`config.mk`:
```
export PLATFORM = sky130hd
export DESIGN_NAME = switch_debouncer
export DESIGN_NICKNAME = d
export VERILOG_FILES = /design/src/rtl/switch_debouncer.sv
export SDC_FILE = /design/constraint.sdc
export NUM_CORES = 1
export LEC_CHECK = 0
export ABC_AREA = 1
export CORE_MARGIN = 2
export CORE_UTILIZATION = 50
export DETAILED_ROUTE_END_ITERATION = 7
export PLACE_DENSITY = 0.74
export SYNTH_ARGS = -nofsm -noshare
export SYNTH_HDL_FRONTEND = slang
export SYNTH_SLANG_ARGS = --single-unit
```
`constraint.sdc`:
```
create_clock -name clock -period 3.1 [get_ports clock]
set_input_delay 0.775 -clock clock [delete_from_list [all_inputs] [get_ports clock]]
set_output_delay 0.775 -clock clock [all_outputs]
set_load 0.01 [all_outputs]
```
`src/rtl/switch_debouncer.sv`:
```
// ============================================================================
// switch_debouncer : per-bit synchroniser + debouncer with change handshake.
// Optional macro SWITCH_EVENT_COUNT_EN builds the saturating event counter.
// Revision: 1.0
// ============================================================================
`default_nettype none

module switch_debouncer #(
  parameter int WORD_W          = 8,
  parameter int SYNC_STAGES     = 2,
  parameter int DEBOUNCE_CYCLES = 16
) (
  input  logic              clock,
  input  logic              reset,
  input  logic [WORD_W-1:0] sw_in,
  output logic [WORD_W-1:0] sw_out,
  output logic              change_valid,
  output logic [WORD_W-1:0] change_mask,
  input  logic              change_ack,
  output logic [7:0]        event_count
);

  localparam int               CNT_W   = $clog2(DEBOUNCE_CYCLES);
  localparam logic [CNT_W-1:0] CNT_MAX = CNT_W'(DEBOUNCE_CYCLES - 1);

  logic [SYNC_STAGES-1:0][WORD_W-1:0] sync_q, sync_d;
  logic [WORD_W-1:0][CNT_W-1:0]       cnt_q, cnt_d;
  logic [WORD_W-1:0]                  sw_out_q, sw_out_d;
  logic [WORD_W-1:0]                  change_mask_q, change_mask_d;
  logic                               change_valid_q, change_valid_d;
  logic [WORD_W-1:0]                  commit;
  logic [WORD_W-1:0]                  sync_last;

  assign sync_last = sync_q[SYNC_STAGES-1];

  always_comb begin
    sync_d[0] = sw_in;
    for (int s = 1; s < SYNC_STAGES; s++) begin
      sync_d[s] = sync_q[s-1];
    end
  end

  // Each bit keeps its own mismatch counter; commit fires on the edge the count saturates.
  always_comb begin
    sw_out_d = sw_out_q;
    cnt_d    = cnt_q;
    commit   = '0;
    for (int i = 0; i < WORD_W; i++) begin
      if (sync_last[i] == sw_out_q[i]) begin
        cnt_d[i] = '0;
      end else if (cnt_q[i] == CNT_MAX) begin
        sw_out_d[i] = sync_last[i];
        cnt_d[i]    = '0;
        commit[i]   = 1'b1;
      end else begin
        cnt_d[i] = cnt_q[i] + CNT_W'(1);
      end
    end
  end

  // An ack replaces the mask with this edge's commits so nothing committing now is lost.
  always_comb begin
    if (change_ack && change_valid_q) begin
      change_mask_d  = commit;
      change_valid_d = |commit;
    end else begin
      change_mask_d  = change_mask_q | commit;
      change_valid_d = change_valid_q | (|commit);
    end
  end

  always_ff @(posedge clock or posedge reset) begin
    if (reset) begin
      sync_q         <= '0;
      cnt_q          <= '0;
      sw_out_q       <= '0;
      change_mask_q  <= '0;
      change_valid_q <= 1'b0;
    end else begin
      sync_q         <= sync_d;
      cnt_q          <= cnt_d;
      sw_out_q       <= sw_out_d;
      change_mask_q  <= change_mask_d;
      change_valid_q <= change_valid_d;
    end
  end

  assign sw_out       = sw_out_q;
  assign change_mask  = change_mask_q;
  assign change_valid = change_valid_q;

`ifdef SWITCH_EVENT_COUNT_EN
  logic [7:0]  event_count_q, event_count_d;
  logic [15:0] ev_inc;
  logic [15:0] ev_sum;

  always_comb begin
    ev_inc = '0;
    for (int i = 0; i < WORD_W; i++) begin
      ev_inc = ev_inc + 16'(commit[i]);
    end
    ev_sum        = {8'h00, event_count_q} + ev_inc;
    event_count_d = (ev_sum > 16'h00FF) ? 8'hFF : ev_sum[7:0];
  end

  always_ff @(posedge clock or posedge reset) begin
    if (reset) begin
      event_count_q <= 8'h00;
    end else begin
      event_count_q <= event_count_d;
    end
  end

  assign event_count = event_count_q;
`else
  assign event_count = 8'h00;
`endif

endmodule

`default_nettype wire

```
## Word level (Yosys, flattened, before mapping)

Cells that the tools add are included.

- Bits of input ports: 11
- Register bits after elaboration: 65
- Output and inout port bits: 25

- Mux-type cells: 34
- $add $sub $neg: 8
- Reduce and logical (&&, ||, !) cells: 10
- Equal/unequal tests: 16
- Bitwise logic cells: 10

Operators with widths:

| operator | count |
|---|---|
| 4-bit two-way mux | 16 |
| 4-bit by 1-bit adder with 4-bit output, second input constant | 8 |
| 4-bit equality test, second input constant | 8 |
| 1-bit two-way mux | 17 |
| 2-bit AND reduction | 8 |
| 1-bit equality test | 8 |
| 8-bit two-way mux | 1 |
| 1-bit inverter | 8 |
| 8-bit bitwise OR | 1 |
| 8-bit OR reduction | 1 |
| 1-bit logical AND | 1 |
| 1-bit bitwise OR | 1 |

## Logic depth before layout (Yosys ltp)

- Depth in word-level cells: 6
- Gate-level depth with buffers: 8
- Gate-level depth less buffers: 8

## Worst setup path before layout

Ideal clock, no wire load.

- Path kind: flip-flop to output port
- From: register sw_out_q[6] (netlist: sw_out[6])
- To: output sw_out[6]
- Required time: 2,325 ps
- Setup slack: 1,907 ps
- Arrival: 418 ps
- Cell stages (with the launch flop): 1
- Path through: dfrtp_1

RTL lines:

| item | line | RTL |
|---|---|---|
| start, declared | 28 | `logic [WORD_W-1:0] sw_out_q, sw_out_d;` |
| start signal, assigned | 82 | `sw_out_q <= sw_out_d;` |
| end, declared | 16 | `output logic [WORD_W-1:0] sw_out,` |

No word-level cell between the ends.

## Worst setup path in the final report

- From: register sw_out_q[7] (netlist: sw_out[7])
- To: output sw_out[7]

No word-level cell between the ends.

==> reports/metrics.cfg <==
[timing]
hold_violations=0
rsz0062_at_grt=no
max_slew_margin=0.648
setup_violations=0
skew_ps=8.32
finalSetupTns_ps=0
slew_viol_final=0
fin_crit_ps=2070
timing.fmax_ghz=0.484
fin_crit_sh=0.667
tightestPinTransition_ps=527

[run_status]
status=completed

[hold_path]
min_from=sync_d[11]
min_path_type=register to register
whs_path_depth=0
holdPathEnd=sync_last[3]

[floorplanning]
die_width_um=76.3
start_util=0.515
chipHeight_um=76.3
placementRows=26
core_area_um2=5070
die-area_um2=5820
ios=36

[setup_path]
crit_type=register to output port
cp_cell_sequence=clkdlybuf4s50_1
crit_required_ps=2320
rr_startpoint=cnt_q[4]
critPathTopFamily=buffers and inverters
r2r_slack_ps=1850
r2r_cells=7
crit_path_start_kind=register
critPathSlowestCell=clkdlybuf4s50_1
reg2reg_to=change_valid
critPathMaxFanout=3
cp_num_buf_inv=1
end_kind=output port
cp.arrival_ps=1290
cpPeakStageDelay_ps=560

[clocking]
cts_tree=built
cts_root_buf=clkbuf_8
h-tree-depth=3
cts.sinks=65
clk_latency_ps=330
cts_setup_buffers=0
cts_resized=0
clock_path_buffers=2
clk_pin_slew_ps=70
hold_buffers=0
cts_buffers=9

[pwr]
power_mw=1.62
p_leak_nw=1.54
worst_ir_drop_vdd_mv=0.380
power_density_nw_per_um2=520

[route]
wirelength_um=4160
routed_via_density=4.66
drtIter0Drc=90
drc=0
firstDrtPassIters=4
vias=1747
wire_per_inst_um=11.1
ant_nets=0

[final_layout]
fill_cells=441
n_antenna_cell=0
drive_above_1_share=0.0754
regArea_um2=1630
post-route-util=0.614
final_cell_mix=68 x nand2_1, 65 x dfrtp_1, 27 x inv_1, 27 x nor2_1, 27 x clkdlybuf4s50_1
stdcell_count=375
multiInputGateArea_um2=842
synthToLayoutAreaGrowth_pct=19.1
fin_nets=319
layout_commonest_cell=nand2_1

[logic_synthesis]
synth_seq_cells=65
ys_warn_count=0
avgSynthCellArea_um2=9.98
yosysTopAreaCellShare=0.622
ys_types=17
yosysTopAreaCell=dfrtp_1
ys_seq_area_frac=0.622
netlist_area_um2=2620
yosys-top-cells-area=dfrtp_1 62%, nand2_1 9.8%, inv_1 4.0%, nor2_1 3.9%, ha_1 3.8%
syn_inst=262

[global_route]
grt_max_degree=42
grt_pass1_wl_um=7110
antenna_found_initial=0
grt_overflow_total=0
gr-usage-all-layers=0.158
grt_pass1_vias=1662

[placed_design]
hpwl_um=3010
gp_congestion=0.761
numPortBuffers=27
dpl.cell_count=359

[run]
cap_violations=0

-- stage by stage --
step	hold WS, ps	setup WS, ps	area [um2]
global route	358	962	3110
floorplan	331	699	2640
detailed placement	336	1310	2960
global placement	332	1330	2960
CTS	353	1010	3110
finish	346	1030	3110
-- how the worst max path moves through the flow --
stage / depth (start not counted) / to / slack, ps / startpoint
3_5_place_dp: 4 / change_mask[1] / 1310 / change_ack
3_3_place_gp: 3 / cnt_q[18] / 1330 / reset
6_report: 1 / sw_out[7] / 1030 / sw_out[7]
4_1_cts: 1 / sw_out[7] / 1010 / sw_out[7]
2_1_floorplan: 1 / change_mask[0] / 700 / reset
5_1_grt: 1 / sw_out[6] / 960 / sw_out[6]
-- area by class of cell --
class,count,share of cell area
multi-input cells,166,0.270
inverters,30,0.0362
clock buffers,12,0.0434
flip-flops and latches,65,0.522
well taps,70,0.0281
repair buffers,28,0.0932
clock inverters,4,0.00643
-- per-layer routing --
metal / part of all wire / global-route usage / vias to the layer above
met5: 0 / 0 / -
met4: 0.012 / 0.0709 / 0
met3: 0.040 / 0.0557 / 4
met2: 0.48 / 0.240 / 29
met1: 0.47 / 0.208 / 840
li1: - / - / 874
-- cell families (layout without fill, tap and decap cells) --
family	count (synthesis)	after routing	share of synthesized area
buffers and inverters	38	74	0.0660
other	1	8	0.00143
AOI/OAI and AO/OA	28	28	0.0584
and+or+nand+nor	112	112	0.175
xor gates and xnor gates	10	10	0.0392
DFF	65	65	0.622
adders and majority gates	8	8	0.0383
-- state kept, by name, summed over array words and instances, names as in the netlist --
| signal | count |
|---|---|
| sync_d | 8 |
| sync_last | 8 |
| cnt_q | 32 |
| sw_out | 8 |
| change_mask | 8 |
| change_valid | 1 |
-- cells in the mapped netlist --
cell type and count:
a21boi_0 5, a21oi_1 6, buf_4 8, conb_1 1
dfrtp_1 65, ha_1 8, inv_1 28, inv_2 2
nand2_1 68, nand3_1 9, nor2_1 27, nor2_2 2
nor2_4 2, nor3_1 4, o21ai_0 17, xnor2_2 2
xor2_1 8
-- report_power, final --
part	total [mW]	internal (mW)	switching [mW]
sequential	0.921	0.892	0.0291
combinational	0.117	0.0549	0.0616
clock	0.581	0.285	0.296
total	1.62	1.23	0.387
Note: power is estimated with default switching activity, not from simulation.
